**config.mk**
```make
export PLATFORM = sky130hd
export DESIGN_NAME = agc_memory_cycle_controller
export DESIGN_NICKNAME = d
export VERILOG_FILES = /design/src/rtl/agc_memory_cycle_controller.sv
export SDC_FILE = /design/constraint.sdc
export NUM_CORES = 1
export LEC_CHECK = 0
export ABC_AREA = 1
export ABC_CLOCK_PERIOD_IN_PS = 4220
export CAP_MARGIN = 20
export CORE_ASPECT_RATIO = 0.9
export CORE_MARGIN = 2
export CORE_UTILIZATION = 54
export CTS_BUF_LIST = sky130_fd_sc_hd__clkbuf_16
export DETAILED_ROUTE_END_ITERATION = 8
export PLACE_DENSITY = 0.86
export SLEW_MARGIN = 20
export SYNTH_ARGS = -nofsm -noshare
export SYNTH_HDL_FRONTEND = slang
export SYNTH_SLANG_ARGS = --single-unit
```
**constraint.sdc**
```tcl
create_clock -name clk -period 4.22 [get_ports clk]
set_clock_uncertainty 0.05 [all_clocks]
set_input_delay 1.055 -clock clk [delete_from_list [all_inputs] [get_ports clk]]
set_output_delay 1.055 -clock clk [all_outputs]
set_load 0.02 [all_outputs]
```
**src/rtl/agc_memory_cycle_controller.sv**
```systemverilog
// agc_memory_cycle_controller
// Runs one erasable-memory cycle per request, paced by timing pulses TP1..TP11.
// The cycle is address, destructive read, latch into G (rdata), then restore or overwrite.
// Ports:
//   clk, reset        : system clock and synchronous active-high reset
//   tp[NTP-1:0]       : timing pulses from the sequence generator (tp[0] = TP1)
//   req, we, addr,
//   wdata             : access request and its payload; req is sampled only while idle
//   busy, done        : handshake outputs; done is a one-clk completion pulse
//   rdata             : G register holding the word from the last cycle
//   mem_addr, mem_rd,
//   mem_wr, mem_wdata,
//   mem_rdata         : memory array interface
//   seq_err           : sticky flag for an out-of-order timing pulse
module agc_memory_cycle_controller #(
  parameter int unsigned AW  = 11,
  parameter int unsigned DW  = 16,
  parameter int unsigned NTP = 11
) (
  input  logic           clk,
  input  logic           reset,
  input  logic [NTP-1:0] tp,
  input  logic           req,
  input  logic           we,
  input  logic [AW-1:0]  addr,
  input  logic [DW-1:0]  wdata,
  output logic           busy,
  output logic           done,
  output logic [DW-1:0]  rdata,
  output logic [AW-1:0]  mem_addr,
  output logic           mem_rd,
  output logic           mem_wr,
  output logic [DW-1:0]  mem_wdata,
  input  logic [DW-1:0]  mem_rdata,
  output logic           seq_err
);

  localparam int unsigned PW = $clog2(NTP + 1);

  localparam logic [2:0] IDLE    = 3'd0;
  localparam logic [2:0] WAIT_T1 = 3'd1;
  localparam logic [2:0] ADDR    = 3'd2;
  localparam logic [2:0] READ    = 3'd3;
  localparam logic [2:0] LATCH   = 3'd4;
  localparam logic [2:0] MODIFY  = 3'd5;
  localparam logic [2:0] WRITE   = 3'd6;
  localparam logic [2:0] FINISH  = 3'd7;

  logic [2:0]     state, state_d;
  logic [NTP-1:0] tp_q, rise;
  logic           sync, sync_d;
  logic [PW-1:0]  phase, phase_d;
  logic           rise_any, rise_multi, legal, seq_fault;
  logic [PW-1:0]  rise_k;

  logic           busy_d, done_d, mem_rd_d, mem_wr_d, seq_err_d;
  logic [DW-1:0]  rdata_d, mem_wdata_d;
  logic [AW-1:0]  mem_addr_d;
  logic [AW-1:0]  lat_addr, lat_addr_d;
  logic           lat_we, lat_we_d;
  logic [DW-1:0]  lat_wdata, lat_wdata_d;

  // Pulse history is left unreset so a pulse already high across reset is not seen as a rise.
  always_ff @(posedge clk) begin
    tp_q <= tp;
  end

  assign rise = tp & ~tp_q;

  // Decode which pulse rose and whether it follows the previous one.
  always_comb begin
    rise_any   = |rise;
    rise_multi = |(rise & (rise - NTP'(1)));
    rise_k     = '0;
    for (int i = 0; i < int'(NTP); i++) begin
      if (rise[i]) rise_k = PW'(i + 1);
    end
    if (rise_k == PW'(1)) legal = (phase == PW'(NTP));
    else                  legal = (rise_k == phase + PW'(1));
    seq_fault = sync & rise_any & (rise_multi | ~legal);
  end

  // Sync/phase tracking, independent of the access FSM.
  always_comb begin
    sync_d  = sync;
    phase_d = phase;
    if (!sync) begin
      if (rise[0]) begin
        sync_d  = 1'b1;
        phase_d = PW'(1);
      end
    end else if (rise_any && !seq_fault) begin
      phase_d = rise_k;
    end
  end

  // Access FSM next-state and registered-output next values.
  always_comb begin
    state_d     = state;
    busy_d      = busy;
    done_d      = 1'b0;
    rdata_d     = rdata;
    mem_addr_d  = mem_addr;
    mem_rd_d    = mem_rd;
    mem_wr_d    = mem_wr;
    mem_wdata_d = mem_wdata;
    seq_err_d   = seq_err;
    lat_addr_d  = lat_addr;
    lat_we_d    = lat_we;
    lat_wdata_d = lat_wdata;
    if (seq_fault) begin
      seq_err_d = 1'b1;
      mem_rd_d  = 1'b0;
      mem_wr_d  = 1'b0;
      busy_d    = 1'b0;
      state_d   = IDLE;
    end else begin
      case (state)
        IDLE: begin
          if (req && !busy && !seq_err) begin
            lat_addr_d  = addr;
            lat_we_d    = we;
            lat_wdata_d = wdata;
            busy_d      = 1'b1;
            state_d     = WAIT_T1;
          end
        end
        WAIT_T1: if (rise[0]) begin
          mem_addr_d = lat_addr;
          state_d    = ADDR;
        end
        ADDR: if (rise[1]) begin
          mem_rd_d = 1'b1;
          state_d  = READ;
        end
        READ: if (rise[3]) begin
          rdata_d  = mem_rdata;
          mem_rd_d = 1'b0;
          state_d  = LATCH;
        end
        LATCH: if (rise[5]) begin
          if (lat_we) rdata_d = lat_wdata;
          state_d = MODIFY;
        end
        MODIFY: if (rise[6]) begin
          mem_wdata_d = rdata;
          mem_wr_d    = 1'b1;
          state_d     = WRITE;
        end
        WRITE: if (rise[8]) begin
          mem_wr_d = 1'b0;
          state_d  = FINISH;
        end
        FINISH: if (rise[9]) begin
          done_d  = 1'b1;
          busy_d  = 1'b0;
          state_d = IDLE;
        end
        default: state_d = IDLE;
      endcase
    end
  end

  // State and output registers.
  always_ff @(posedge clk) begin
    if (reset) begin
      state     <= IDLE;
      sync      <= 1'b0;
      phase     <= '0;
      busy      <= 1'b0;
      done      <= 1'b0;
      rdata     <= '0;
      mem_addr  <= '0;
      mem_rd    <= 1'b0;
      mem_wr    <= 1'b0;
      mem_wdata <= '0;
      seq_err   <= 1'b0;
      lat_addr  <= '0;
      lat_we    <= 1'b0;
      lat_wdata <= '0;
    end else begin
      state     <= state_d;
      sync      <= sync_d;
      phase     <= phase_d;
      busy      <= busy_d;
      done      <= done_d;
      rdata     <= rdata_d;
      mem_addr  <= mem_addr_d;
      mem_rd    <= mem_rd_d;
      mem_wr    <= mem_wr_d;
      mem_wdata <= mem_wdata_d;
      seq_err   <= seq_err_d;
      lat_addr  <= lat_addr_d;
      lat_we    <= lat_we_d;
      lat_wdata <= lat_wdata_d;
    end
  end

endmodule

```
Word-level counts from Yosys, hierarchy flattened
Index checks and enable logic that the tools add are counted.
- add/sub/neg operators: 2
- equal/unequal tests: 20
- mux-type cells: 40
- bitwise gates (word level): 9
- reductions and logical operators: 25
- operator list (cell ; count):
    $mux W4 ; 13
    $mux W16 ; 3
    $pmux W16 S2 ; 1
    $mux W3 ; 8
    $pmux W3 S8 ; 1
    $and A11 B11 Y11 ; 2
    $reduce_or A11 Y1 ; 2
    $ne A2 B2 Y1 const B ; 9
    $reduce_and A3 Y1 ; 6
    $eq A3 B3 Y1 const B ; 4
    $mux W1 ; 11
    $not A11 Y11 ; 1
    $sub A11 B1 Y11 const B ; 1
    $reduce_bool A2 Y1 ; 5
    $reduce_and A8 Y1 ; 1
    $eq A3 B2 Y1 const B ; 2
    $pmux W1 S2 ; 3
    $reduce_and A5 Y1 ; 1
    $add A4 B1 Y4 const B ; 1
    $eq A4 B1 Y1 const B ; 1
    $eq A4 B4 Y1 ; 1
    $eq A4 B4 Y1 const B ; 1
    $eq A3 B1 Y1 const B ; 1
    $logic_and A1 B1 Y1 ; 3
    other kinds (9) ; 14
- flip-flop bits (word level): 95
- bits of input ports: 58
- output and inout bits: 48
- word-level logic and storage cells: 111

Logic depth before layout (Yosys ltp)
- depth in word-level cells: 22
- depth in mapped cells: 22
- depth with buffers taken out: 21

Worst setup path after synthesis
No wires, ideal clock.
- path type: input -> register
- start point: input port tp[0]
- end point: register mem_wdata[3]
- library setup time: 0.115 ns
- arrival: 2.491 ns
- required time: 4.055 ns
- setup slack: 1.564 ns
- stages: 18
- buffers on the path: 2
- cells stage by stage: inv_1 nor2_4 inv_2 nand3_1 nor2_2 nand2_1 nor2_1 o211ai_1 nor2_1 nand2_1 inv_2 nand2_2 nand2_4 buf_8 buf_6 nand3_2 nand2_1 nor2_1
- word-level cells in the longest chain between the ends: 19
- elaborated cells on any way between the ends: 25
- those cells by class: 1 x add/sub; 2 x eq/ne; 12 x mux; 7 x bitwise; 3 x reduce/logical
- ends and longest elaborated chain (item ; RTL line ; RTL):
    start: declaration ; 22 ; input logic [NTP-1:0] tp,
    $and A11 B11 Y11 (*) ; 68 ; assign rise = tp & ~tp_q;
    $mux W1 ; 76 ; if (rise[i]) rise_k = PW'(i + 1);
    $mux W4 (10 in a row) ; 76 ;
    $eq A4 B4 Y1 / $eq A4 B1 Y1 (equally long branches) ; 79, 78 ;
    $mux W1 ; 78 ; if (rise_k == PW'(1)) legal = (phase == PW'(NTP));
    $not A1 Y1 ; 80 ; seq_fault = sync & rise_any & (rise_multi | ~legal);
    $or A1 B1 Y1 ; 80 ;
    $and A1 B1 Y1 (*) ; 80 ;
    $not A1 Y1 (no source line) (*) ; - ;
    $reduce_and A3 Y1 (no source line) (*) ; - ;
    end signal: assignment ; 191 ; mem_wdata <= mem_wdata_d;
    end: declaration ; 33 ; output logic [DW-1:0] mem_wdata,
Every way passes the cells marked *; elsewhere a longest branch is shown, timed or not.
A chain may end at the register's enable or synchronous reset.

Worst setup path in the final report
- start point: input port tp[3]
- end point: register state[2]
- word-level cells in the longest chain between the ends: 15
- elaborated cells on any way between the ends: 23
- those cells by class: 1 x add/sub; 3 x eq/ne; 9 x mux; 6 x bitwise; 4 x reduce/logical
- ends and longest elaborated chain (item ; RTL line ; RTL):
    $and A11 B11 Y11 (*) ; 68 ;
    $mux W4 (8 in a row) ; 76 ;
    $eq A4 B4 Y1 / $eq A4 B1 Y1 (equally long branches) ; 79, 78 ;
    $mux W1 ; 78 ;
    $not A1 Y1 ; 80 ;
    $or A1 B1 Y1 ; 80 ;
    $and A1 B1 Y1 ; 80 ;
    $reduce_or A2 Y1 (no source line) ; - ;
    end signal: assignment ; 182 ; state <= state_d;
    end: declaration ; 49 ; logic [2:0] state, state_d;
Marked as above.

==> results.sh <==
export IMPL_path_class="in -> reg"
export IMPL_cts_setup_buffers=0
export IMPL_drc=0
export IMPL_rsz0062_at_grt="no"
export IMPL_async_flop_share=0
export IMPL_antenna_found_initial=0
export IMPL_clk_pin_slew_ns=0.07
export IMPL_utilization=0.722
export IMPL_synth_ff_type="dfxtp_1"
export IMPL_dr_pass1_iters=5
export IMPL_power_leakage_nw=2.50
export IMPL_layout_common_cells="nand2_1 (137), nor2_1 (109), clkdlybuf4s50_1 (105)"
export IMPL_layout_commonest_cell="nand2_1"
export IMPL_max_cap_violations=0
export IMPL_synth_cells=614
export IMPL_synth_seq_cells=95
export IMPL_nNetsFinal=759
export IMPL_fin_setup_tns_ns=0
export IMPL_worstPathMaxFanout=106
export IMPL_cts_tree="yes"
export IMPL_drive_gt1_frac=0.0950
export IMPL_placedCellCount=788
export IMPL_worst_pin_slew_ns=0.851
export IMPL_synth_edff_count=0
export IMPL_startpoint_type="input port"
export IMPL_vias=4249
export IMPL_fmax_ghz=0.293
export IMPL_syn_area_um2=4500
export IMPL_multi_input_area_um2=2210
export IMPL_drt_wl_total_mm=11.1
export IMPL_nFillCells=651
export IMPL_synth_net_count=673
export IMPL_rows=31
export IMPL_p_int_mw=1.64
export IMPL_switching_share=0.283
export IMPL_first_iter_violations=294
export IMPL_ir_worst_vdd_mv=0.231
export IMPL_seqPwrFrac=0.449
export IMPL_ios=106
export IMPL_grt_pass1_vias=3840
export IMPL_layout_area_seq_um2=1900
export IMPL_yosysUniqueCellTypes=36
export IMPL_clock_power_share=0.346
export IMPL_grt_overflow=0
export IMPL_endpoint_kind="flop"
export IMPL_io_buffers=105
export IMPL_clock_path_buffers=2
export IMPL_slew_headroom=0.430
export IMPL_layout_min_cycle_time_ns=3.42
export IMPL_dp_hpwl_mm=7.84
export IMPL_grt_max_degree=107
export IMPL_slew_viol_final=0
export IMPL_start_util=0.558
export IMPL_die_h_um=90.6
export IMPL_status="complete, no violations"
export IMPL_wl_per_cell_um=13.8
export IMPL_cts_buffers_inserted=9
export IMPL_ctsHoldBuffers=0
export IMPL_antenna_cells_inserted=0
export IMPL_holdCritPathClass="reg -> reg"
export IMPL_critical_path_required_ns=4.44
export IMPL_gp_congestion=0.921
export IMPL_yosysSeqAreaShare=0.422
export IMPL_clock_sinks=95
export IMPL_fp_coreArea_um2=8070
export IMPL_ctsResizeCount=0
export IMPL_clockRootBuffer="clkbuf_16"
export IMPL_yosys_warnings=0
export IMPL_grt_pass1_wl_mm=18.1
export IMPL_h_tree_depth=3
export IMPL_ant_nets=0
export IMPL_area_delta_synth_final_pct=29.3
export IMPL_period_share=0.810
export IMPL_vias_per_cell=5.28
export IMPL_switching_power_mw=0.647
export IMPL_power_density_nw_per_um2=392
export IMPL_setup_viol=0
export IMPL_chipWidth_um=100
export IMPL_clk_latency_ns=0.34
export IMPL_syn_avg_cell_area_um2=7.33
export IMPL_arrival_ns=3.64
export IMPL_layout_cells_non_filler=804
export IMPL_track_usage=0.248
export IMPL_die_area_um2=9080
export IMPL_power_frac_comb=0.205
export IMPL_hold_viol_final=0
==> synthesized netlist by cell type (2+ instances only) <==
library cell / number / share of area
o21ai_0: 4 / 0.0044
buf_2: 9 / 0.010
inv_1: 41 / 0.034
nand3_1: 20 / 0.022
xor2_1: 4 / 0.0078
inv_2: 8 / 0.0067
nor2_2: 2 / 0.0028
nand3_2: 10 / 0.022
o22ai_1: 2 / 0.0028
dfxtp_1: 95 / 0.42
a21oi_1: 63 / 0.070
clkbuf_1: 14 / 0.012
nor2_1: 110 / 0.092
nand3b_1: 41 / 0.068
mux2_2: 16 / 0.040
nor3_1: 4 / 0.0044
buf_6: 8 / 0.020
nand2_2: 7 / 0.0097
nand2_1: 137 / 0.11
buf_1: 3 / 0.0025
==> stage by stage <==
stage          total power [mW]  cell area (um2)  setup WS, ns  hold slack (ns)
2_1_floorplan              1.35             4500          1.56            0.393
3_3_place_gp               1.48             5530         0.698            0.401
3_5_place_dp               1.50             5530         0.525            0.415
4_1_cts                    2.29             5820         0.878            0.431
5_1_grt                    2.38             5820         0.597            0.458
6_report                   2.28             5820         0.802            0.427
==> registers in the layout (all words and copies together) (netlist names) <==
register / cells
lat_wdata: 16
mem_wdata: 16
rdata: 16
lat_addr: 11
mem_addr: 11
tp_q: 11
phase: 4
state: 3
busy: 1
done: 1
lat_we: 1
mem_rd: 1
mem_wr: 1
seq_err: 1
sync: 1
==> power by group through the flow <==
stage | clock network [mW] | logic [mW] | registers (mW)
floorplan | 0 | 0.301 | 1.05
global route | 0.832 | 0.519 | 1.03
CTS | 0.800 | 0.466 | 1.02
global placement | 0 | 0.445 | 1.04
detailed placement | 0 | 0.461 | 1.04
finish | 0.790 | 0.469 | 1.03
==> worst paths after layout <==
check,from,slack (ns),depth (start not counted),end
worst max-delay path,tp[3],0.80,18,state[2]$_SDFFE_PP0P_
worst min-delay path,lat_addr[5]$_SDFFE_PP0P_,0.43,2,lat_addr[5]$_SDFFE_PP0P_
worst min register to register,lat_addr[5]$_SDFFE_PP0P_,0.43,2,lat_addr[5]$_SDFFE_PP0P_
worst max register to register,tp_q[1]$_DFF_P_,1.67,17,state[2]$_SDFFE_PP0P_
==> cell type report <==
type | instances | share of cell area
Clock buffer | 9 | 0.0387
Clock inverter | 7 | 0.0110
Inverter | 49 | 0.0316
Multi-Input combinational cell | 435 | 0.380
Sequential cell | 95 | 0.327
Tap cell | 99 | 0.0213
Timing Repair Buffer | 110 | 0.191
==> logic make-up (layout without fill, tap and decap cells) <==
kind of cell,after synthesis,after routing,share of synthesized area
xor gates and xnor gates,5,5,0.00973
muxes,16,16,0.0400
adders and majority gates,1,1,0.00278
AOI/OAI and AO/OA,76,76,0.0884
buffers and inverters,84,175,0.0884
DFF,95,95,0.422
and+or+nand+nor,337,337,0.348
==> metal layers <==
layer,part of all wire,track usage
met4,0.024,0.107
met5,0,0
met2,0.46,0.385
met1,0.46,0.348
met3,0.054,0.0279
==> worst max-delay path, cell delays in order <==
cell and delay, ns:
clkdlybuf4s50_1 0.49, nand2_2 0.09, nand2_1 0.14, inv_2 0.05, nand2_1 0.06, nand2_1 0.06, nand2_1 0.07, nand3_1 0.12
nand2_1 0.10, nand2_1 0.05, nor2_1 0.15, nand3_1 0.09, nand2_1 0.09, nand2_2 0.08, nand2_4 0.12, buf_12 0.40
nand2_2 0.19, nor3b_2 0.21
No activity file was read; power rests on OpenSTA's default activity.
